## src/rtl/hub75_bcm_scanner.sv

```systemverilog
// hub75_bcm_scanner
//   HUB75 row-scan / binary-coded-modulation sequencer. Walks (line, bit)
//   slots, handshakes plane loads with the column shift-register block,
//   and sequences blanking, latch and output-enable. The next plane's shift
//   overlaps display of the current one.
//
// Ports:
//   clk, rst          clock, synchronous active-high reset
//   enable            scan enable (0 forces IDLE)
//   interleave        0 progressive, 1 evens then odds (sampled per frame)
//   brightness        global duty (sampled per frame)
//   sr_start/sr_row/sr_bit/sr_done   shift-register load handshake
//   latch, oe_n, row_addr            panel controls
//   frame_done        one-cycle pulse after last slot of a frame
//   stall_cycles      (LED_DRV_STALL_STATS_EN only) per-frame stall count
//
// Optional feature macro: LED_DRV_STALL_STATS_EN
module hub75_bcm_scanner #(
    parameter int COLS         = 64,
    parameter int PANELS       = 1,
    parameter int ROWS         = 32,
    parameter int BCM_BITS     = 8,
    parameter int BLANK_CYCLES = 4,
    parameter int BRIGHT_W     = 8,
    localparam int SCAN = ROWS / 2,
    localparam int LW   = (SCAN > 1) ? $clog2(SCAN) : 1,
    localparam int BW   = (BCM_BITS > 1) ? $clog2(BCM_BITS) : 1
) (
    input  logic                clk,
    input  logic                rst,
    input  logic                enable,
    input  logic                interleave,
    input  logic [BRIGHT_W-1:0] brightness,
    output logic                sr_start,
    output logic [LW-1:0]       sr_row,
    output logic [BW-1:0]       sr_bit,
    input  logic                sr_done,
    output logic                latch,
    output logic                oe_n,
    output logic [LW-1:0]       row_addr,
    output logic                frame_done
`ifdef LED_DRV_STALL_STATS_EN
    ,
    output logic [15:0]         stall_cycles
`endif
);

    localparam int BASE = COLS * PANELS;
    localparam int CW   = $clog2(BASE << (BCM_BITS - 1)) + 1;
    localparam int PW   = CW + BRIGHT_W;
    localparam int BCW  = (BLANK_CYCLES > 1) ? $clog2(BLANK_CYCLES) : 1;
    localparam int HALF = (SCAN + 1) / 2;

    typedef enum logic [2:0] {S_IDLE, S_PRELOAD, S_BLANK, S_LATCH, S_DISPLAY} state_t;

    state_t              r_state;
    logic                r_sr_start, r_latch, r_oe_n, r_frame_done;
    logic [LW-1:0]       r_sr_row, r_row_addr, r_ld_pos;
    logic [BW-1:0]       r_sr_bit, r_dsp_bit;
    logic                r_pending, r_done_flag, r_dsp_last, r_ilv;
    logic [BRIGHT_W-1:0] r_bright;
    logic [BCW-1:0]      r_bcnt;
    logic [CW-1:0]       r_cnt, r_t, r_on;

    // Scan position -> physical line for the chosen order.
    function automatic logic [LW-1:0] f_line(input logic [LW-1:0] pos, input logic ilv);
        if (!ilv)
            return pos;
        if (int'(pos) < HALF)
            return LW'(2 * int'(pos));
        return LW'(2 * (int'(pos) - HALF) + 1);
    endfunction

    logic          w_accept, w_done, w_last_ld, w_disp_end, w_exit;
    logic [CW-1:0] w_t, w_on, w_cnt_nxt;
    logic [PW-1:0] w_prod;
    logic [LW-1:0] w_npos;
    logic [BW-1:0] w_nbit;

    // A done pulse counts only for an outstanding load, and never in the
    // same cycle as the sr_start that opened it.
    assign w_accept   = r_pending && !r_sr_start && sr_done;
    assign w_done     = r_done_flag || w_accept;
    assign w_last_ld  = (r_ld_pos == LW'(SCAN - 1)) && (r_sr_bit == BW'(BCM_BITS - 1));
    assign w_t        = CW'(BASE) << r_dsp_bit;
    assign w_prod     = PW'(w_t) * (PW'(r_bright) + PW'(1));
    assign w_on       = w_prod[PW-1:BRIGHT_W];
    assign w_cnt_nxt  = (r_cnt < r_t) ? r_cnt + CW'(1) : r_cnt;
    assign w_disp_end = (r_cnt + CW'(1)) >= r_t;
    assign w_exit     = (r_state == S_DISPLAY) && w_disp_end && w_done;

    always_comb begin
        w_nbit = r_sr_bit + BW'(1);
        w_npos = r_ld_pos;
        if (r_sr_bit == BW'(BCM_BITS - 1)) begin
            w_nbit = '0;
            w_npos = (r_ld_pos == LW'(SCAN - 1)) ? '0 : r_ld_pos + LW'(1);
        end
    end

    always_ff @(posedge clk) begin
        r_sr_start   <= 1'b0;
        r_latch      <= 1'b0;
        r_frame_done <= 1'b0;
        if (rst || !enable) begin
            r_state     <= S_IDLE;
            r_oe_n      <= 1'b1;
            r_row_addr  <= '0;
            r_sr_row    <= '0;
            r_sr_bit    <= '0;
            r_ld_pos    <= '0;
            r_pending   <= 1'b0;
            r_done_flag <= 1'b0;
            r_dsp_bit   <= '0;
            r_dsp_last  <= 1'b0;
            r_bcnt      <= '0;
            r_cnt       <= '0;
            r_t         <= '0;
            r_on        <= '0;
            r_ilv       <= 1'b0;
            r_bright    <= '0;
        end else begin
            if (w_accept) begin
                r_pending   <= 1'b0;
                r_done_flag <= 1'b1;
            end
            case (r_state)
                S_IDLE: begin
                    r_sr_start <= 1'b1;
                    r_sr_row   <= '0;
                    r_sr_bit   <= '0;
                    r_ld_pos   <= '0;
                    r_pending  <= 1'b1;
                    r_ilv      <= interleave;
                    r_bright   <= brightness;
                    r_state    <= S_PRELOAD;
                end
                S_PRELOAD: begin
                    if (w_done) begin
                        r_state     <= S_BLANK;
                        r_bcnt      <= '0;
                        r_oe_n      <= 1'b1;
                        r_row_addr  <= r_sr_row;
                        r_dsp_bit   <= r_sr_bit;
                        r_dsp_last  <= w_last_ld;
                        r_done_flag <= 1'b0;
                    end
                end
                S_BLANK: begin
                    r_oe_n <= 1'b1;
                    if (r_bcnt == BCW'(BLANK_CYCLES - 1)) begin
                        r_state <= S_LATCH;
                        r_latch <= 1'b1;
                        r_t     <= w_t;
                        r_on    <= w_on;
                    end else begin
                        r_bcnt <= r_bcnt + BCW'(1);
                    end
                end
                S_LATCH: begin
                    // Kick off the next plane's load as display begins; a
                    // wrap to slot 0 is the frame boundary for sampling.
                    r_state    <= S_DISPLAY;
                    r_cnt      <= '0;
                    r_oe_n     <= (r_on == '0);
                    r_sr_start <= 1'b1;
                    r_sr_row   <= f_line(w_npos, r_ilv);
                    r_sr_bit   <= w_nbit;
                    r_ld_pos   <= w_npos;
                    r_pending  <= 1'b1;
                    if (w_last_ld) begin
                        r_ilv    <= interleave;
                        r_bright <= brightness;
                    end
                end
                S_DISPLAY: begin
                    if (w_exit) begin
                        r_state      <= S_BLANK;
                        r_bcnt       <= '0;
                        r_oe_n       <= 1'b1;
                        r_row_addr   <= r_sr_row;
                        r_dsp_bit    <= r_sr_bit;
                        r_dsp_last   <= w_last_ld;
                        r_done_flag  <= 1'b0;
                        r_frame_done <= r_dsp_last;
                    end else begin
                        // Counter parks at T while stalled, forcing oe_n high.
                        r_cnt  <= w_cnt_nxt;
                        r_oe_n <= (w_cnt_nxt >= r_on);
                    end
                end
                default: r_state <= S_IDLE;
            endcase
        end
    end

`ifdef LED_DRV_STALL_STATS_EN
    logic [15:0] r_stall_acc, r_stall_out;
    logic        w_stall;
    logic [15:0] w_stall_sum;

    assign w_stall     = (r_state == S_DISPLAY) && (r_cnt == r_t);
    assign w_stall_sum = (w_stall && r_stall_acc != 16'hFFFF) ? r_stall_acc + 16'd1 : r_stall_acc;

    always_ff @(posedge clk) begin
        if (rst) begin
            r_stall_acc <= '0;
            r_stall_out <= '0;
        end else if (!enable) begin
            r_stall_acc <= '0;
        end else if (w_exit && r_dsp_last) begin
            r_stall_out <= w_stall_sum;
            r_stall_acc <= '0;
        end else begin
            r_stall_acc <= w_stall_sum;
        end
    end

    assign stall_cycles = r_stall_out;
`endif

    assign sr_start   = r_sr_start;
    assign sr_row     = r_sr_row;
    assign sr_bit     = r_sr_bit;
    assign latch      = r_latch;
    assign oe_n       = r_oe_n;
    assign row_addr   = r_row_addr;
    assign frame_done = r_frame_done;

endmodule

```

## config.mk

```make
export PLATFORM = sky130hd
export DESIGN_NAME = hub75_bcm_scanner
export DESIGN_NICKNAME = d
export VERILOG_FILES = /design/src/rtl/hub75_bcm_scanner.sv
export SDC_FILE = /design/constraint.sdc
export NUM_CORES = 1
export LEC_CHECK = 0
export CAP_MARGIN = 40
export CELL_PAD_IN_SITES_DETAIL_PLACEMENT = 0
export CELL_PAD_IN_SITES_GLOBAL_PLACEMENT = 2
export CORE_MARGIN = 8
export CORE_UTILIZATION = 30
export CTS_BUF_LIST = sky130_fd_sc_hd__clkbuf_2
export DETAILED_ROUTE_END_ITERATION = 10
export PLACE_DENSITY_LB_ADDON = 0.1
export SLEW_MARGIN = 20
export SYNTH_ARGS = -nofsm -noshare
export SYNTH_HDL_FRONTEND = slang
export SYNTH_SLANG_ARGS = --single-unit
export TNS_END_PERCENT = 100
```

## constraint.sdc

```tcl
create_clock -name clk -period 14.9 [get_ports clk]
set_input_delay 4.47 -clock clk [delete_from_list [all_inputs] [get_ports clk]]
set_output_delay 4.47 -clock clk [all_outputs]
set_load 0.02 [all_outputs]
```

## Word level (Yosys, flattened, before mapping)

Cells that the tools add are included.

| storage, ports and cells | value |
|---|---|
| register bits | 81 |
| latch bits | 0 |
| bits in writable memories | 0 |
| memory bits (read-only) | 0 |
| bits of input ports | 13 |
| output and inout port bits | 15 |
| logic and storage cells | 127 |
| memories | 0 |

| operators by class | value |
|---|---|
| add/subtract/negate cells | 7 |
| multipliers | 1 |
| div/mod/pow operators | 0 |
| $lt $le $gt $ge | 4 |
| eq/ne operators | 13 |
| shifts and indexed selects | 1 |
| mux-type cells | 52 |
| bitwise operators | 3 |
| reductions and logical operators | 27 |

Operators by type and width:

| operator | count |
|---|---|
| $mux W4 | 8 |
| $ge A14 B14 Y1 | 2 |
| $mux W14 | 2 |
| $pmux W14 S2 | 1 |
| $pmux W4 S2 | 3 |
| $mul A14 B9 Y22 | 1 |
| $mux W1 | 19 |
| $mux W3 | 6 |
| $pmux W8 S2 | 1 |
| $pmux W3 S5 | 1 |
| $add A14 B1 Y14 const B | 1 |
| $logic_not A14 Y1 | 1 |
| $lt A14 B14 Y1 | 1 |
| $shl A7 B3 Y14 const A | 1 |
| $ne A2 B2 Y1 const B | 6 |
| $pmux W3 S2 | 2 |
| $add A8 B1 Y9 const B | 1 |
| $mux W8 | 1 |
| $reduce_and A2 Y1 | 4 |
| $reduce_bool A2 Y1 | 4 |
| $eq A3 B2 Y1 const B | 2 |
| $eq A3 B3 Y1 const B | 2 |
| $mux W2 | 3 |
| $pmux W1 S2 | 3 |
| other kinds (22) | 32 |

## Depth between registers and ports, before layout

| logic depth | value |
|---|---|
| depth after elaboration | 11 |
| gate-level depth with buffers | 20 |
| mapped depth without buffers | 20 |

## Least setup slack after synthesis

OpenSTA, ideal clock, no wires.

| timing path | value |
|---|---|
| kind | input port to flip-flop |
| start point | input sr_done |
| end point | register r_dsp_bit[0] |
| library setup time | 128 ps |
| arrival | 5,506 ps |
| data required time | 14,772 ps |
| slack | 9,267 ps |
| stages on the path | 6 |
| path buffers | 0 |
| cells stage by stage | nand3b_1 a21oi_1 nand3_1 o21ai_2 mux2i_1 nor2_1 |

| between the ends | value |
|---|---|
| cells in the longest elaborated chain, start to end | 5 |
| elaborated cells on any way between the ends | 6 |
| classes of those cells | eq/ne (2); reduce/logical (4) |

RTL lines:

| element | RTL line | text |
|---|---|---|
| start: declaration | 37 | `input logic sr_done,` |
| $logic_and A1 B1 Y1 * | 82 | `assign w_accept = r_pending && !r_sr_start && sr_done;` |
| $logic_or A1 B1 Y1 * | 83 | `assign w_done = r_done_flag \|\| w_accept;` |
| $logic_and A1 B1 Y1 | 90 | `assign w_exit = (r_state == S_DISPLAY) && w_disp_end && w_done;` |
| $ne A2 B2 Y1 (no line) | n/a |  |
| $reduce_and A3 Y1 (no line) * | n/a |  |
| end signal: assignment | 144 | `r_dsp_bit <= r_sr_bit;` |
| end signal: assignment | 182 | `r_dsp_bit <= r_sr_bit;` |
| end: declaration | 59 | `logic [BW-1:0] r_sr_bit, r_dsp_bit;` |

Every way passes the cells marked *; elsewhere a longest branch is shown, timed or not.
A chain may end at the register's enable or synchronous reset.

## Worst setup path after layout

| timing path | value |
|---|---|
| start point | register r_sr_bit[0], in the netlist sr_bit[0] |
| end point | output sr_bit[0] |

RTL lines:

| element | RTL line | text |
|---|---|---|
| start: declaration | 59 |  |
| start signal: assignment | 168 | `r_sr_bit <= w_nbit;` |
| end: declaration | 36 | `output logic [BW-1:0] sr_bit,` |

No word-level cell between the ends.

==> impl_metrics.yaml <==
status:
  status: "completed"
floorplan:
  ios: 28
  die_w_um: 163.7
  die_area_um2: 26790
  initial_utilization_pct: 30.27
  coreArea_um2: 21620
  rows: 54
  die_h_um: 163.7
logic_synthesis:
  synth_edf_count: 0
  synth-main-ff-cell: "dfxtp_1"
  synthTopCellsByArea: "dfxtp_1, ha_1, fa_1, nor2_1, inv_1"
  synth_top_family_by_area: "adder cells"
  yosysTopAreaCell: "dfxtp_1"
  yosysSeqAreaShare_pct: 22.94
  synth_compound_area_share_pct: 12.62
  ys_ff_latch: 75
  synthMuxAreaShare_pct: 3.862
  synthAdderAreaFrac_pct: 26.23
  syn_inst: 797
  syn-num-nets: 922
  syn_area_per_cell_um2: 8.211
  synth_cell_type_count: 61
  yosys_warnings: 0
  synth_xor_area_share_pct: 5.354
  async_reset_ff_share_pct: 0
  netlist.area_leader.share_pct: 22.94
  synth_area_um2: 6544
  synth_simple_gate_area_share_pct: 21.72
flow_run:
  cap_violations: 0
finish:
  drive_above_1_share_pct: 5.379
  nNetsFinal: 939
  final_common_cell: "nor2_1"
  final_cell_mix: "nor2_1, inv_1, dfxtp_1, ha_1, nand2_1"
  final_core_util_pct: 33.52
  fin_area_um2: 7248
  fillCellCount: 2376
  syn2layout_area_growth_pct: 10.76
critical_path:
  cp.arrival_ns: 1.70
  worstSetupStartpointType: "flip-flop"
  cp.required_ns: 10.43
  worstPathMaxFanout: 5
  reg2reg_depth: 17
  cp_top_family: "buffers and inverters"
  critPathCaptureType: "output port"
  cp_slowest_cell: "clkdlybuf4s50_1"
  critPathMaxStageDelay_ns: 0.65
  crit_buf_inv: 1
  cp.depth: 1
  crit_chain: "clkdlybuf4s50_1"
  timing_worst_setup_path_type: "reg2out"
clock_network:
  insertion_delay_ns: 0.58
  path_clk_slew_ns: 0.26
  ctsHoldBuffers: 0
  clkSinkCount: 75
  cts.htree.levels: 3
  cts_buffers: 9
  cts_buffer_depth: 2
  ctsResizeCount: 0
  cts-root-buf: "clkbuf_2"
  cts_tree: "built"
  cts_setup_buffers: 0
sta:
  clock_skew_ns: 0.04067
  final.setup.tns_ns: 0
  fin_crit_ns: 6.174
  fmax_mhz: 162.0
  worst_hold_slack_ns: 0.4746
  hold_violations: 0
  final-setup-viol-count: 0
  min_period_over_period_pct: 41.44
  rsz0062_at_grt: "false"
  slew_violations: 0
  max_slew_margin_pct: 44.39
  worst_pin_slew_ns: 0.8341
worst_hold_path:
  hold_depth: 2
  hold_path.class: "reg2reg"
global_routing:
  grt_pass1_wl_um: 29460
  grtUsageMet3_pct: 1.855
  grt_use_met1_pct: 18.40
  first_global_vias: 5575
  antenna_found_initial: 1
  grt_remaining_overflow: 0
  grtUsageMet2_pct: 22.78
  grt_usage_pct: 13.83
  busiest_layer: "met2"
  grt_max_degree: 62
placement:
  dp_hpwl_um: 14010
  gp_congestion: 0.7961
  place_area_um2: 7091
  port_buffers: 27
detailed_routing:
  antenna_left: 0
  totalWireLength_um: 17670
  drc: 0
  vias: 5378
  first_pass_iters: 4
  drtIter0Drc: 178
  via_per_inst: 4.894
  wire_per_inst_um: 16.08
power:
  power.density_nw_per_um2: 51.33
  ir_drop_v: 0.00002572
  leakage_nw: 3.058
[path summary, 6_finish.rpt]
| check | from | endpoint | slack, ns |
|---|---|---|---|
| setup / recovery | sr_bit[0] | sr_bit[0] | 8.73 |
| setup reg to reg | r_bright[0] | r_on[13] | 9.07 |
| hold / removal | r_t[10] | r_t[10] | 0.47 |
| hold reg to reg | r_t[10] | r_t[10] | 0.47 |
[cell families after synthesis]
| kind of cell | after synthesis |
|---|---|
| xor gates and xnor gates | 40 |
| muxes | 25 |
| and+or+nand+nor | 299 |
| DFF | 75 |
| AOI/OAI and AO/OA | 124 |
| buffers and inverters | 121 |
| other | 1 |
| adders and majority gates | 112 |
[registers in the layout, summed over array words and instances (netlist names), 3 cells and up]
register and flops:
r_bright 8, sr_bit 3, r_ld_pos 4, r_t 8, sr_row 4, r_cnt 14, r_dsp_bit 3, row_addr 4
r_state 3, r_on 14
[synthesized netlist by cell type (13+ instances only)]
cell type,instances
xor2_1,18
dfxtp_1,75
inv_1,92
o21ai_0,15
mux2i_1,23
fa_1,42
nor3_1,13
nand3_1,25
nand2_1,66
ha_1,70
nor2_1,113
xnor2_1,22
a21oi_1,40
clkbuf_1,24
nand2b_1,13
[layer usage]
metal  up-vias  share of wire, %
met3        18               2.6
met5         -                 0
met1      2583                49
met2        73                46
li1       2704                 -
met4         0               1.6
[power by group]
group,total [W],internal [W],switching (W)
Sequential,0.000205,0.000203,0.00000217
Clock,0.000143,0.0000568,0.0000862
Combinational,0.0000239,0.00000999,0.0000139
Total,0.000372,0.000270,0.000102
[metrics by stage]
step                cells  setup WS (ns)  total power [W]
floorplan             797          9.267        0.0002232
global placement     1080          8.271        0.0002327
detailed placement   1082          8.220        0.0002330
CTS                  1097          8.632        0.0003796
global route         1099          8.590        0.0003901
finish               1099          8.726        0.0003720
[final cells by class]
| type | count | area [um2] | area share (%) |
|---|---|---|---|
| Tap cell | 280 | 350.3 | 4.833 |
| Multi-Input combinational cell | 601 | 4576 | 63.13 |
| Clock buffer | 9 | 45.04 | 0.6214 |
| Sequential cell | 75 | 1501 | 20.71 |
| Timing Repair Buffer | 35 | 332.8 | 4.592 |
| Inverter | 92 | 345.3 | 4.764 |
| Clock inverter | 6 | 95.09 | 1.312 |
| Antenna cell | 1 | 2.502 | 0.03452 |
(Power assumes the default switching activity.)
==> RTL change: new RTL, same settings <==
`BLANK_CYCLES`: 4 -> 8.
--- a/src/rtl/hub75_bcm_scanner.sv
+++ b/src/rtl/hub75_bcm_scanner.sv
@@ -20,7 +20,7 @@
     parameter int PANELS       = 1,
     parameter int ROWS         = 32,
     parameter int BCM_BITS     = 8,
-    parameter int BLANK_CYCLES = 4,
+    parameter int BLANK_CYCLES = 8,
     parameter int BRIGHT_W     = 8,
     localparam int SCAN = ROWS / 2,
     localparam int LW   = (SCAN > 1) ? $clog2(SCAN) : 1,
Function: changed (Yosys sat finds a counterexample within 10 cycles, from zero or initial values).
==> RTL change against the unedited design <==
  * Area after synthesis rose by 0.13%
  * Power rose by 1.8%
  * Final area grew 0.28%
  * Non-clock buffer count up 1
  * Sequential cell count increased by 1
  * Clock power rose by 3%
  * Global-route usage grew 0.43 points
  * Worst setup slack better by 0.012 ns
  * Worst hold slack worse by 0.0023 ns
  * Fmax grew 0.20%
  * Routed wire length increased by 2.7%
  * Critical endpoint is now sr_bit[1]
  * Largest cell class unchanged
==> RTL change: results (changes against the unedited design) <==
vias in the first global route 5712 (+2.5%); fin crit share 41.4% (-0.083 points); clock buffer depth 2 (unchanged); layout cells sized above 1 4.89% (-0.49 points); Worst EP arrival around 1.7 ns; Syn Nets 942 (+2.2%); final WL 18200 um (+2.7%); setup bufs post-CTS 0 (unchanged); Worst VDD drop 0.0000409 V (+59%); Placer Congestion 0.780 (-2.1%); Worst Skew 0.0766 ns (+0.0359 ns); worst min-delay path category reg -> reg; clk_lat worst skew 0.61 ns (+0.03 ns); worst slack, placed 8.35 ns (+0.129 ns); total CTS buffers 9 (unchanged); antenna violations before repair 1 (unchanged); Crit. Startpoint sr_bit[1]; worst reg-to-reg setup slack 9.16 ns (+0.09 ns); worst r2r src r_bright[0]; Leak Pwr 3.13 nW (+2.4%); largest net degree at the start of global routing 66 (+6.5%); Largest regs r_cnt x14, r_on x14; ys async rst share 0% (unchanged); critical path's top delay family buffers and inverters; clk slew on worst S/H paths 0.27 ns; crit-path max FO 4 (-1); CTS root buf clkbuf_2; Final HPWL DP 14200 um (+1.5%); outcome finished, final reports clean; min-delay src r_t[8]; synth warn 0 (unchanged); CP max stage cell clkdlybuf4s50_1; first-pass GRT wire length 30400 um (+3.1%); Area contributors post-synth dfxtp_1 23%, ha_1 14%, fa_1 13%; WHS 0.472 ns (-0.00235 ns); H-Tree Depth 3 (unchanged); Nets 960 (+2.2%); port bufs 27 (unchanged); Iter 0 DRT Violations 260 (+46%); post-CTS sizing 0 (unchanged); CP max stage delay 0.65 ns (about the same); GRT Total Usage 14.3% (+0.43 points); Tightest Pin Transition 0.741 ns (-0.0935 ns); vias per cell 4.90 (+0.14%); # fillers 2333 (-1.8%); TritonRoute pass-1 iters 5 (+1); commonest cells in the netlist 107 x nand2_1, 93 x inv_1, 83 x nor2_1; post-synthesis cell type count 60 (-1.6%); post-synthesis sequential area ratio 23.2% (+0.27 points)
## RTL change: cell type report
| cell class | count | area [um^2] | area share [%] |
|---|---|---|---|
| diodes | 4 | 10.0 | 0.138 |
| well taps | 280 | 350 | 4.82 |
| flip-flops and latches | 76 | 1520 | 20.9 |
| clock buffers | 9 | 45.0 | 0.620 |
| multi-input cells | 618 | 4560 | 62.8 |
| repair buffers | 36 | 335 | 4.61 |
| inverters | 93 | 349 | 4.80 |
| clock inverters | 6 | 95.1 | 1.31 |
## RTL change: report_power, final
part	leakage [nW]	internal (W)	switching, W
clock	0.0834	0.0000569	0.0000899
sequential	0.614	0.000206	0.00000247
combinational	2.43	0.00000972	0.0000140
## RTL change: worst paths after layout
| kind | endpoint | cells past startpoint |
|---|---|---|
| worst min register to register | r_t[8] | 2 |
| worst min-delay path | r_t[8] | 2 |
| worst max register to register | r_on[13] | 17 |
| worst max-delay path | sr_bit[1] | 1 |
## RTL change: through the flow
| step | cells | util [%] | power, W | cell area (um^2) |
|---|---|---|---|---|
| 4_1_cts | 1117 | 33.5 | 0.000385 | 7250 |
| 6_report | 1122 | 33.6 | 0.000379 | 7270 |
| 3_5_place_dp | 1102 | 32.9 | 0.000236 | 7110 |
| 5_1_grt | 1122 | 33.6 | 0.000397 | 7270 |
| 2_1_floorplan | 816 | - | 0.000226 | 6550 |
| 3_3_place_gp | 1100 | 32.8 | 0.000236 | 7100 |
## RTL change: cell families after synthesis
| group | synth area share, % |
|---|---|
| flops | 23.2 |
| xor+xnor | 4.81 |
| simple gates | 21.5 |
| fa+ha+maj | 26.4 |
| buf+inv | 7.31 |
| compound gates | 14.1 |
| mux | 2.62 |
| other cells | 0.0572 |
## RTL change: metal layers
layer / vias up / GRT usage (%) / part of all wire [%]
li1: 2765 / - / -
met1: 2652 / 18.5 / 49
met2: 65 / 23.9 / 46
met3: 16 / 2.83 / 3.4
met4: 0 / 3.68 / 1.4
met5: - / 0 / 0
